**src/rtl/uart_tx_buffer.sv**
```systemverilog
// uart_tx_buffer: FIFO-buffered 8N1 UART transmitter fed by CPU store strobes
//   clk, rst   : clock, synchronous active-high reset
//   uart       : byte to queue, sampled while uart_we is high
//   uart_we    : write strobe, one byte per high cycle
//   uart_tx    : registered serial line, idle high
//   fifo_full  : FIFO holds FIFO_DEPTH bytes
//   fifo_empty : FIFO holds no bytes
//   tx_busy    : a frame is in progress
//   overflow   : sticky, a write was dropped because the FIFO was full
module uart_tx_buffer #(
  parameter int CLKS_PER_BIT = 868,
  parameter int FIFO_DEPTH = 16,
  parameter int PTR_W = $clog2(FIFO_DEPTH)
) (
  input  logic       clk,
  input  logic       rst,
  input  logic [7:0] uart,
  input  logic       uart_we,
  output logic       uart_tx,
  output logic       fifo_full,
  output logic       fifo_empty,
  output logic       tx_busy,
  output logic       overflow
);
  typedef enum logic [1:0] {IDLE, START, DATA, STOP} state_t;
  localparam int BW = $clog2(CLKS_PER_BIT);
  logic [7:0] mem [FIFO_DEPTH];
  logic [PTR_W-1:0] wr_ptr, rd_ptr;
  logic [PTR_W:0] count;
  state_t state, state_d;
  logic [BW-1:0] baud, baud_d;
  logic [2:0] bit_idx, bit_d;
  logic [7:0] shift, shift_d;
  logic tx_d, push, pop, tick;
  assign fifo_full = count == (PTR_W+1)'(FIFO_DEPTH);
  assign fifo_empty = count == '0;
  assign tx_busy = state != IDLE;
  assign push = uart_we && !fifo_full;
  assign tick = baud == BW'(CLKS_PER_BIT - 1);
  always_comb begin
    state_d = state;
    baud_d = tick ? '0 : baud + BW'(1);
    bit_d = bit_idx;
    shift_d = shift;
    pop = 1'b0;
    case (state)
      IDLE: begin
        baud_d = '0;
        if (!fifo_empty) begin
          pop = 1'b1;
          state_d = START;
        end
      end
      START: if (tick) begin
        state_d = DATA;
        bit_d = '0;
      end
      DATA: if (tick) begin
        shift_d = shift >> 1;
        bit_d = bit_idx + 3'd1;
        state_d = bit_idx == 3'd7 ? STOP : DATA;
      end
      STOP: if (tick) begin
        pop = !fifo_empty;
        state_d = fifo_empty ? IDLE : START;
      end
      default: state_d = IDLE;
    endcase
    if (pop) shift_d = mem[rd_ptr];
    // line level is derived from the next state so the pin flop moves with the FSM
    tx_d = state_d == START ? 1'b0 : state_d == DATA ? shift_d[0] : 1'b1;
  end
  always_ff @(posedge clk) begin
    if (push) mem[wr_ptr] <= uart;
    if (rst) begin
      state <= IDLE;
      baud <= '0;
      bit_idx <= '0;
      shift <= '0;
      uart_tx <= 1'b1;
      wr_ptr <= '0;
      rd_ptr <= '0;
      count <= '0;
      overflow <= 1'b0;
    end else begin
      state <= state_d;
      baud <= baud_d;
      bit_idx <= bit_d;
      shift <= shift_d;
      uart_tx <= tx_d;
      if (push) wr_ptr <= wr_ptr + PTR_W'(1);
      if (pop) rd_ptr <= rd_ptr + PTR_W'(1);
      count <= count + (PTR_W+1)'(push) - (PTR_W+1)'(pop);
      // full is the pre-edge value, so a same-cycle pop never rescues the write
      if (uart_we && fifo_full) overflow <= 1'b1;
    end
  end
endmodule

```
**config.mk**
```make
export PLATFORM = sky130hd
export DESIGN_NAME = uart_tx_buffer
export DESIGN_NICKNAME = d
export VERILOG_FILES = /design/src/rtl/uart_tx_buffer.sv
export SDC_FILE = /design/constraint.sdc
export NUM_CORES = 1
export LEC_CHECK = 0
export CORE_ASPECT_RATIO = 1.4
export CORE_MARGIN = 4
export CORE_UTILIZATION = 50
export CTS_BUF_LIST = sky130_fd_sc_hd__clkbuf_8
export CTS_CLUSTER_DIAMETER = 50
export DETAILED_ROUTE_END_ITERATION = 12
export GPL_TIMING_DRIVEN = 1
export HOLD_SLACK_MARGIN = 0.06
export PLACE_DENSITY = 0.65
export SLEW_MARGIN = 15
export SYNTH_ARGS = -nofsm -noshare
export SYNTH_HDL_FRONTEND = slang
export SYNTH_SLANG_ARGS = --single-unit
```
**constraint.sdc**
```tcl
create_clock -name clk -period 3.3 [get_ports clk]
set_clock_uncertainty 0.15 [all_clocks]
set_input_delay 0.495 -clock clk [delete_from_list [all_inputs] [get_ports clk]]
set_output_delay 0.495 -clock clk [all_outputs]
set_load 0.005 [all_outputs]
```
==> impl_summary.md, run 1 <==
Outcome
The run finished with clean final reports.

Placed design
The placed cell area is 7385 µm². The final weighted congestion of routability-driven global placement is 0.7633. Once placement completed, the tool counted placed cells totaling 639. After legalization and detailed placement, the total HPWL measured 8457 µm.

The count of buffers added on input and output ports is 15.

Worst setup path
The data arrival time of the worst path is 3.17 ns. The signal on the critical path passes through ha_1, and3b_1, a41oi_1, or3_1, nand2_1, nand2_1, ha_1, inv_1, fa_1, inv_1, a21oi_1, nor2_1, or3_1, a21oi_1. The peak fanout along the critical path is 4. Counting both buffers and inverters, the worst setup path holds a total of 2.

The worst setup path is of the reg2reg kind. The cell class contributing the biggest share of worst-path delay is simple AND/OR/NAND/NOR gates. The startpoint type of the worst setup path is a register. The worst register-to-register path ends at count[4]. On the worst path, the slowest cell contributes a delay of 0.39 ns. Data on the critical path is required at its endpoint by 3.52 ns. The number of cells on the worst reg-to-reg path is 14. The setup slack on the worst flop-to-flop path is 0.35 ns. Among all stages on the critical path, the largest delay is contributed by sky130_fd_sc_hd__dfxtp_1. The capturing element type of the critical path is a register. The launching point of the worst reg2reg path is baud[0].

Drt
The final routed wirelength across all metal layers is 12,540 µm. The total DRC errors in the routed layout is 0. The detail route stage leaves a number of antenna-violating nets equal to 0. Dividing the detail-routed via count by the number of cells gives 5.505.

The final route contains 3,694 vias. The violation count after the first detailed-route iteration is 219. The iteration count of the initial detailed-routing pass is 6. The average wire per standard cell is 18.69 µm.

Floorplan
For this configuration, the core starts out at a cell density of 0.5145. The vertical die dimension is 147.2 µm. The placeable core region is 13,450 µm². The top-level port count is 16. In this run the core area contains 50 standard-cell rows. The floorplan step defined a die boundary enclosing 15,810 µm². The die width is 107.4 µm.

Clock network
Gates resized during post-CTS repair numbered 0. The CTS tree is yes. The clock transition time at the flip-flop clock pins of the worst setup and hold paths is 0.10 ns. The root buffer cell is sky130_fd_sc_hd__clkbuf_8. The buffer count from post-CTS setup fixing is 0.

At the later pin of the worst-skew pair, clock insertion delay measures 0.44 ns. The clock sink count is 170. The clock buffer count from CTS is 17. The H-tree was split into 4 levels.

The buffer levels on the longest clock path is 2. After clock tree synthesis, the flow added hold-fix buffers numbering 0.

Logic synthesis
The share of async-settable or async-resettable flops after synthesis is 0. The synthesized design contains 128 enable-type register cells. The number of library cell types mapped by synthesis is 42.

Of all cell types, the one taking the most synthesized area is sky130_fd_sc_hd__edfxtp_1. In this run the mean area of a mapped cell was 15.66 µm². Of the synthesized area, sequential elements account for 0.6769. The synthesized instance count is 442. The top-area cell type share of the netlist area is 0.5554.

The commonest cells after synthesis are sky130_fd_sc_hd__edfxtp_1, sky130_fd_sc_hd__nor2_1, sky130_fd_sc_hd__dfxtp_1. By instance count, the leading cell after synthesis is sky130_fd_sc_hd__edfxtp_1. The netlist area before placement is 6920 µm². The primary flip-flop cell chosen by synthesis mapping is sky130_fd_sc_hd__edfxtp_1. The Yosys step of the flow raised 0 warnings. After synthesis the netlist holds a flip-flop and latch count of 170.

The synthesized netlist net count is 472. In the post-synthesis netlist, the biggest area contributors are sky130_fd_sc_hd__edfxtp_1, sky130_fd_sc_hd__dfxtp_1, sky130_fd_sc_hd__mux4_2.

Timing
For the final routed database, the setup TNS stands at 0 ns. The smallest clock period supported by the final layout is computed as 2.953 ns. Headroom to the max-slew limit came out at 0.6378. Of the available clock period, the critical path in the final layout requires 0.8950. The hold violation count in the final report came to 0.

The setup-violating endpoint count in the final report is 0. Timing would allow up to 338.6 MHz. The number of max-slew violations in the final report is 0.

The final worst hold slack is 0.3255 ns. Setup repair after global routing left no endpoint under its margin. The actual slew at the worst max-slew pin is 0.5416 ns.

Hold path
The worst hold path passes through 2 cells. The path class of the lowest-slack min-delay path is reg2reg. The destination of the worst hold path is overflow. The start point of the worst min-delay path is overflow.

Finish
For this run, the number of standard cells in the final layout without fillers is 671. The filler cells instantiated in the layout total 1,069. The count of inserted antenna diode cells is 0. At the end of the flow, the number of nets in the layout was 506. The finished cells cover 7801 µm². Of the cells placed in the final design, the portion with a size suffix greater than 1 is 0.1943.

The area growth from synthesis to layout is 12.73%.

Global route
The overall global routing resource usage is 0.1740. Entering global routing, the biggest net connects 33 pins. The number of global-route vias before repair was 3,893.

The first global-routing pass estimated 20,730 µm of wire. The initial antenna violation count is 0. The total grt overflow is 0.

Power and ir drop
The power per cell area is 670.3 nW/µm². The analysis attributes to cell leakage a power of 2.598 nW. VDD sags by at most 0.2992 mV.

Flow run
The number of maximum-capacitance constraint violations is 0.
layout by cell type (no fill, tap or decap), types with 2 or more instances in the layout:
cell type                           n
sky130_fd_sc_hd__a211oi_1           3
sky130_fd_sc_hd__a21oi_1           13
sky130_fd_sc_hd__a311oi_1           6
sky130_fd_sc_hd__a32oi_1            2
sky130_fd_sc_hd__a41oi_1            2
sky130_fd_sc_hd__and3_1             3
sky130_fd_sc_hd__buf_4             23
sky130_fd_sc_hd__bufinv_16          2
sky130_fd_sc_hd__clkbuf_8          17
sky130_fd_sc_hd__clkdlybuf4s50_1   15
sky130_fd_sc_hd__clkinv_2           2
sky130_fd_sc_hd__dfxtp_1           41
sky130_fd_sc_hd__edfxtp_1         128
sky130_fd_sc_hd__ha_1              18
sky130_fd_sc_hd__inv_1             14
sky130_fd_sc_hd__inv_6              5
sky130_fd_sc_hd__inv_8              4
sky130_fd_sc_hd__mux2i_1            7
sky130_fd_sc_hd__mux4_2            35
sky130_fd_sc_hd__nand2_1           21
sky130_fd_sc_hd__nand2b_1           3
sky130_fd_sc_hd__nand3_1           12
sky130_fd_sc_hd__nand3b_1           2
sky130_fd_sc_hd__nand4_1            3
sky130_fd_sc_hd__nor2_1            50
sky130_fd_sc_hd__nor2b_1            5
sky130_fd_sc_hd__nor3_1             6
sky130_fd_sc_hd__o21ai_0            9
sky130_fd_sc_hd__or3_1              4
sky130_fd_sc_hd__xnor2_1            6
sky130_fd_sc_hd__xor2_1            10
area by class of cell:
cell class	instances	area, µm²	share of cell area
Sequential cell	170	4686	0.6006
Multi-Input combinational cell	234	2076	0.2661
Timing Repair Buffer	39	342.8	0.04395
Clock buffer	17	234.0	0.02999
Tap cell	182	227.7	0.02919
Clock inverter	15	182.7	0.02342
Inverter	14	52.55	0.006736
state kept, by name, indices dropped and copies added, names as in the netlist, named ones only:
register / flops
count: 5
shift: 8
mem: 128
bit_idx: 3
state: 2
overflow: 1
uart_tx: 1
rd_ptr: 4
baud: 10
wr_ptr: 4
power breakdown:
part           switching [mW]  internal [mW]
sequential             0.0904           2.44
clock                   0.798          0.709
combinational           0.609          0.580
through the flow:
step / utilization / power [mW] / setup WS (ns)
CTS: 0.5800 / 5.297 / 0.3315
finish: 0.5800 / 5.229 / 0.3466
floorplan: - / 3.425 / 0.3308
global route: 0.5800 / 5.533 / 0.04449
global placement: 0.5490 / 3.750 / 0.4404
detailed placement: 0.5490 / 3.785 / 0.3572
kinds of logic (layout without fill, tap and decap cells):
| kind of cell | count (synthesis) | count (layout) | share of synthesized area |
|---|---|---|---|
| flops | 170 | 170 | 0.6769 |
| compound gates | 40 | 40 | 0.03761 |
| buf+inv | 38 | 85 | 0.02314 |
| mux | 43 | 43 | 0.1257 |
| xor+xnor | 16 | 16 | 0.02025 |
| simple gates | 116 | 116 | 0.08100 |
| fa+ha+maj | 19 | 19 | 0.03544 |
routing by layer:
layer  track usage  wire length (µm)  share of wire
met5             0                 0              0
met4       0.05685               145          0.012
met3       0.03780               289          0.023
met2        0.3067              6939           0.55
met1        0.2116              5168           0.41
worst max-delay path by stage:
| stage | start | cells after the start | endpoint | slack (ns) |
|---|---|---|---|---|
| final | baud[0] | 14 | count[4] | 0.35 |
| after global routing | baud[0] | 14 | count[4] | 0.04 |
| after CTS | baud[0] | 14 | count[4] | 0.33 |
| after detailed placement | baud[0] | 14 | count[4] | 0.36 |
| after global placement | baud[0] | 14 | count[4] | 0.44 |
| after floorplan | baud[0] | 16 | count[4] | 0.33 |
tightest hold or removal path: cells and delay by family (launching register included):
family | cells | cell delay [ns]
AOI/OAI and AO/OA | 1 | 0.04
and+or+nand+nor | 1 | 0.07
DFF | 1 | 0.34
Note: power is estimated with default switching activity, not from simulation.
==> run 2: changes to the inputs <==
Settings changed: CORE_UTILIZATION 50 to 64, PLACE_DENSITY 0.65 to 0.81, SETUP_SLACK_MARGIN set to 0.2.
==> run 2 against run 1 <==
Effect of this change: non-clock buffer count is the same; cell count shrank 6.6%; die area shrank 21%; first-iteration DRC count grew 25%; combinational power is essentially flat; wire length shrank 1.4%; count of clock-buffer cells in the layout is the same; sequential cell count is the same; critical path depth is the same; sequential power is essentially flat; core utilization grew 16 points; critical path type unchanged; critical endpoint unchanged.
==> impl_summary.md, run 2 (synthesized netlist as in run 1, its figures left out) <==
Outcome
The run finished with clean final reports.

Worst setup path
For the worst setup path, the data arrival time is 3.10 ns. The start-to-end type of the worst setup path is reg2reg. Grouping stages by cell kind, the critical path spends the most delay in simple AND/OR/NAND/NOR gates.

The worst register-to-register path has a depth of 14. In this run the critical register-to-register path is launched from baud[1]. On the worst path, the slowest cell contributes a delay of 0.37 ns. The endpoint required time on the critical path is 3.53 ns. The capturing element type of the critical path is a register. The setup slack on the worst flop-to-flop path is 0.43 ns. Walking the worst path, the cells encountered are ha_2, and3b_2, a41oi_1, or3_1, nand2_1, nand2_1, ha_1, inv_1, fa_1, inv_1, a21oi_1, nor2_1, or3_1, a21oi_1.

The startpoint type of the worst setup path is a register. The cell type of the slowest stage on the worst timing path is sky130_fd_sc_hd__dfxtp_1. In this run the worst path has a maximum fanout of 4. Together, buffers and inverters on the worst path number 2. The endpoint identified for the worst register-to-register timing path is count[4].

Hold path
The destination of the worst hold path is baud[0]. The start point of the worst min-delay path is baud[0]. The path class of the tightest hold or removal check is reg2reg. The depth of the worst hold-timing path is 1.

Global route
The largest net degree at the start of global routing is 34. The first-pass GRT wire length is 19,890 µm. The number of global-route vias before repair was 3,770. The initial antenna violation count is 0. Global routing finished with a remaining overflow of 0. For this run, the total global-route usage over all layers was measured as 0.2213.

Power and ir drop
In this run the power density over the cells is 663.6 nW/µm². The completed layout was analyzed and its total power is 5.122 mW. Across the VDD grid, the largest voltage drop is 0.5842 mV.

The switching component of the power is 1.422 mW. The share of total power in the clock network is 0.273. The switching share of total power is 0.2777.

Cell internal power was estimated by the tool at 3.700 mW. Summed over all cells, the static leakage comes to 2.574 nW. The share of total power dissipated in sequential elements is 0.495. The fraction of power consumed by combinational cells is 0.232.

Timing
Setup total negative slack on the finished layout was measured at 0 ns. Setup repair after global routing left no endpoint under its margin. The smallest clock period supported by the final layout is computed as 2.871 ns. The actual slew at the worst max-slew pin is 0.5621 ns. The hold violation count in the final report was 0.

The final worst hold slack is 0.2907 ns. Derived from the worst setup path, the maximum achievable clock frequency is 348.3 MHz. Of the available clock period, the critical path in the final layout requires 0.8700. The number of max-slew violations in the final report came to 0. The headroom to the max-slew limit is 0.6241. Setup violations remaining at the end of the flow were counted as 0.

Floorplan
The effective utilization at floorplan is 0.6616. The floorplan step set the die width to 95.89 µm. The placeable core region is 10,460 µm².

The top-level port count is 16. After floorplanning, the core was divided into 44 placement rows. The die is 131.0 µm tall. The die covers 12,560 µm².

Drt
The post-route antenna net violation count is 0. The final route contains 3,710 vias. The iteration count of the initial detailed-routing pass is 5. For this block, the initial DRC count from the detailed router was 274.

The average wire per standard cell is 19.73 µm. The total DRC errors in the routed layout is 0. Dividing the detail-routed via count by the number of cells gives 5.917. Summed over all layers, the routed wires come to 12,370 µm.

Finish
The count of inserted antenna diode cells is 0. In the layout the commonest cells are sky130_fd_sc_hd__edfxtp_1, sky130_fd_sc_hd__nor2_1, sky130_fd_sc_hd__dfxtp_1. The largest registers in the layout are mem x128, baud x10, shift x8.

The register containing the most flip-flops in the final layout is mem. After routing the design area is 7719 µm². The core occupancy in the finished layout is 0.7379. The share of layout cells above drive strength 1 is 0.1984. The library cell used most frequently in the layout, excluding fill and tap cells, is sky130_fd_sc_hd__edfxtp_1. The filler cell count in the final layout is 635. The register with the most flip-flops in the layout has 128 of them. The number of nets at the end of the flow is 506. The post-synthesis to final-layout area growth is 11.53%.

Clock network
At the later pin of the worst-skew pair, clock insertion delay measures 0.45 ns. In this run the clock root is driven by a sky130_fd_sc_hd__clkbuf_8. The buffer levels on the longest clock path is 2. The H-tree depth reported by CTS is 4. The clock transition time at the flip-flop clock pins of the worst setup and hold paths is 0.08 ns.

The clock net in this run drives a total of 170 sinks. In this run, CTS created clock tree buffers numbering 17. TritonCTS built the clock tree.

Placed design
The congestion estimate from routability-driven global placement came to 0.7907. In this run the cell area measured after placement is 7330 µm². The number of port buffers is 15.

Summed over all nets, the half-perimeter wirelength after detailed placement is 8301 µm.

Flow run
The number of maximum-capacitance constraint violations is 0.
[run 2: final cells by class]
class | instances | area, µm² | area share
Timing Repair Buffer | 39 | 342.8 | 0.04442
Sequential cell | 170 | 4687 | 0.6072
Tap cell | 138 | 172.7 | 0.02237
Multi-Input combinational cell | 234 | 2079 | 0.2694
Inverter | 14 | 52.55 | 0.006808
Clock buffer | 17 | 234.0 | 0.03031
Clock inverter | 15 | 150.1 | 0.01945
[run 2: repair_timing]
item,in CTS,in global routing
hold buffers,0,0
setup buffers,0,0
gates resized for setup,0,3
endpoints found under the setup margin,0,1
[run 2: per-stage QoR]
stage | setup slack, ns | cells
6_report | 0.4291 | 627
5_1_grt | 0.1929 | 627
4_1_cts | 0.3797 | 627
3_5_place_dp | 0.4109 | 595
3_3_place_gp | 0.4960 | 595
2_1_floorplan | 0.3308 | 442
[run 2: metal layers]
layer,vias up,routed length (µm),track usage
li1,1748,-,-
met1,1846,4901,0.2779
met2,88,6684,0.3722
met3,28,515,0.05670
met4,0,271,0.08124
met5,-,0,0
[run 2: how the worst max path moves through the flow]
stage | from | to | slack, ns | depth (start not counted)
2_1_floorplan | baud[0] | count[4] | 0.33 | 16
3_3_place_gp | uart_we | count[4] | 0.50 | 12
3_5_place_dp | uart_we | count[4] | 0.41 | 12
4_1_cts | baud[0] | count[4] | 0.38 | 14
5_1_grt | baud[1] | count[4] | 0.19 | 14
6_report | baud[1] | count[4] | 0.43 | 14
[run 2: power groups by stage]
| stage | Sequential, mW | Clock, mW | Combinational (mW) |
|---|---|---|---|
| floorplan | 2.55 | 0 | 0.879 |
| detailed placement | 2.59 | 0 | 1.19 |
| global route | 2.55 | 1.53 | 1.33 |
| finish | 2.54 | 1.40 | 1.19 |
| global placement | 2.57 | 0 | 1.16 |
| CTS | 2.54 | 1.43 | 1.20 |
[run 2: worst register-to-register path, delay by kind of cell, from the launching register on]
kind,cells,cell delay [ns]
AO/OA/AOI/OAI,3,0.47
adder cells (fa/ha/maj),3,0.58
flip-flops,1,0.37
AND/OR/NAND/NOR,6,1.13
buffers and inverters,2,0.12
==> run 3: changes to the inputs <==
Settings changed: CORE_UTILIZATION 64 to 60, PLACE_DENSITY 0.81 to 0.76.
==> run 3 against run 2 <==
Effect of this change: cell count grew 1.1%; sequential share of layout area grew 0.19 points; hold slack lost 0.0096 ns; wire length grew 1.0%; first-iteration DRC count grew 9.5%; die area grew 6.2%; critical path depth shrank 1; critical path type unchanged; combinational power is essentially flat.
==> impl_summary.md, run 3 (synthesized netlist as in run 1, its figures left out) <==
Outcome
The run finished with clean final reports.

Placed design
Counting tap cells, the placed design contains a total of 602 instances. The final weighted congestion of routability-driven global placement is 0.8226. The number of port buffers is 15. The total half-perimeter wirelength after legalization and detailed placement is 8440 µm. Timing analysis after detailed placement gives a worst setup slack of 0.4102 ns.

Power and ir drop
The largest vdd supply drop is 0.4017 mV. The share of total power in the clock network is 0.264. The leakage power of the design is 2.597 nW. The power per cell area is 655.5 nW/µm².

Cell internal power was estimated by the tool at 3.673 mW. Of the total power, combinational logic draws 0.233. The sequential share of power is 0.503. The switching component of the power is 1.371 mW.

Power comes to 5.044 mW. Of the total power, the share spent switching nets is 0.2717.

Floorplan
The effective utilization at floorplan is 0.6104. The floorplan step defined a die boundary enclosing 13,340 µm². Row generation in the floorplan step produced 46 rows.

The placeable core region is 11,340 µm². The die width is 98.77 µm. The top-level port count is 16. The vertical die dimension is 135.1 µm.

Worst setup path
The endpoint required time on the critical path is 3.52 ns. The capturing element type of the critical path is a register. The cell class contributing the biggest share of worst-path delay is simple AND/OR/NAND/NOR gates. Along the worst path, the maximum fanout reaches 4.

The data arrival time of the worst path is 3.09 ns. Measured in cells, the most critical reg-to-reg path has a length of 13. The setup check on the worst reg-to-reg path leaves a slack of 0.43 ns. The signal on the critical path passes through nor4b_4, a41oi_1, or3_1, nand2_1, nand2_1, ha_1, inv_1, fa_1, inv_1, a21oi_1, nor2_1, or3_1, a21oi_1.

The worst register-to-register path begins at baud[7]. The worst setup path is of the reg2reg kind. Together, buffers and inverters on the worst path number 2. The end of the worst register-to-register path is count[4]. The largest stage delay on the critical path is 0.40 ns.

The worst setup path is launched from a register. Among all stages on the critical path, the largest delay is contributed by sky130_fd_sc_hd__nor4b_4.

Timing
Setup violations remaining at the end of the flow were counted as 0. The number of max-slew violations in the final report was 0. Setup repair after global routing left no endpoint under its margin.

Dividing the final minimum period by the clock period gives 0.8693. The worst path in the final design needs a cycle of 2.869 ns, including I/O delays and setup. The hold violation count in the final report is 0. In this run the tightest slew margin relative to its limit is 0.6117. At the pin with the least slew margin, the transition time is 0.5806 ns.

Final hold analysis gives a worst-case slack of 0.2811 ns. Adding up every negative setup slack in the final design gives 0 ns. For this run, the top clock speed supported by timing is 348.6 MHz. The worst path meets setup with 0.4313 ns of slack.

Finish
In the final design database the tool counted 507 nets. The area growth from synthesis to layout is 11.19%. The number of cells in the finished layout apart from fillers is 634. The commonest non-fill, non-tap cell in the layout is sky130_fd_sc_hd__edfxtp_1.

The repair_antennas step left the layout with diodes totalling 0. The number of flip-flops under the largest register name is 128. Leaving out fill and tap cells, the most frequent cells in the layout are sky130_fd_sc_hd__edfxtp_1, sky130_fd_sc_hd__nor2_1, sky130_fd_sc_hd__dfxtp_1. The largest registers in the layout are mem x128, baud x10, shift x8. mem holds more flip-flops than any other register. The share of layout cells above drive strength 1 is 0.1898.

Hold path
The destination of the worst hold path is baud[0]. The tightest min-delay check is of the reg2reg type. The start point of the worst min-delay path is baud[0]. Counting instances, the worst hold path has a depth of 1.

Drt
The via density per instance is 5.932. The average wire per standard cell is 19.71 µm. The final routed wirelength across all metal layers is 12,500 µm. In this run, the number of DRC markers left after iteration 0 of detailed routing was 300.

The detail route stage leaves a number of antenna-violating nets equal to 0. After detailed routing, the number of remaining DRC violations is 0. The iteration count of the initial detailed-routing pass is 5. The total vias in the final route is 3,761.

Clock network
The number of hold-repair buffers added at the cts stage is 0. The number of gates resized after cts is 0. The clock reaches the later pin of the worst-skew pair after 0.43 ns. No sink is reached through more buffers than the 2 on the longest clock path.

The root buffer cell is sky130_fd_sc_hd__clkbuf_8. Counting every sink on the clock net gives 170. The clock transition time at the flip-flop clock pins of the worst setup and hold paths is 0.08 ns. The number of setup buffers added after CTS is 0.

The H-tree depth reported by CTS is 4. The CTS tree is yes. Counting the buffers created by CTS gives 17.

Global route
The initial antenna violation count is 0. The number of global-route vias before repair is 3,781. The largest net degree at the start of global routing is 34. The first-pass GRT wire length is 20,070 µm. Across every metal layer, demand over resource in global routing totals 0.2019.

Summed over all layers, the global routing overflow is 0.

Flow run
The number of maximum-capacitance constraint violations is 0.
==> run 3: power by group through the flow <==
stage / registers, mW / logic, mW / clock network, mW
floorplan: 2.55 / 0.879 / 0
global placement: 2.57 / 1.15 / 0
detailed placement: 2.58 / 1.19 / 0
CTS: 2.54 / 1.19 / 1.36
global route: 2.55 / 1.32 / 1.46
finish: 2.54 / 1.18 / 1.33
==> run 3: layout make-up <==
class	instances	area, µm²
clock inverter	15	123.9
clock buffer	17	234.0
inverter	14	52.55
timing repair buffer	40	337.8
fill	768	3643
sequential	170	4687
multi-input combinational	234	2079
tap	144	180.2
==> run 3: worst max-delay path by stage <==
stage / cells after the start / to / slack (ns) / startpoint
after floorplan: 16 / count[4] / 0.33 / baud[0]
after global placement: 14 / count[4] / 0.48 / baud[0]
after detailed placement: 14 / count[4] / 0.41 / baud[0]
after CTS: 14 / count[4] / 0.38 / baud[0]
after global routing: 13 / count[4] / 0.23 / baud[7]
final: 13 / count[4] / 0.43 / baud[7]
==> run 3: routing by layer <==
metal / vias up / global-route usage / routed length, µm
met4: 0 / 0.06378 / 235
met3: 22 / 0.04083 / 461
met5: - / 0 / 0
li1: 1742 / - / -
met1: 1904 / 0.2508 / 5075
met2: 93 / 0.3558 / 6725
==> run 3: stage by stage <==
| stage | instance area, µm² | util |
|---|---|---|
| 2_1_floorplan | 6920 | - |
| 5_1_grt | 7695 | 0.6787 |
| 3_3_place_gp | 7332 | 0.6467 |
| 4_1_cts | 7690 | 0.6782 |
| 6_report | 7695 | 0.6787 |
| 3_5_place_dp | 7332 | 0.6467 |
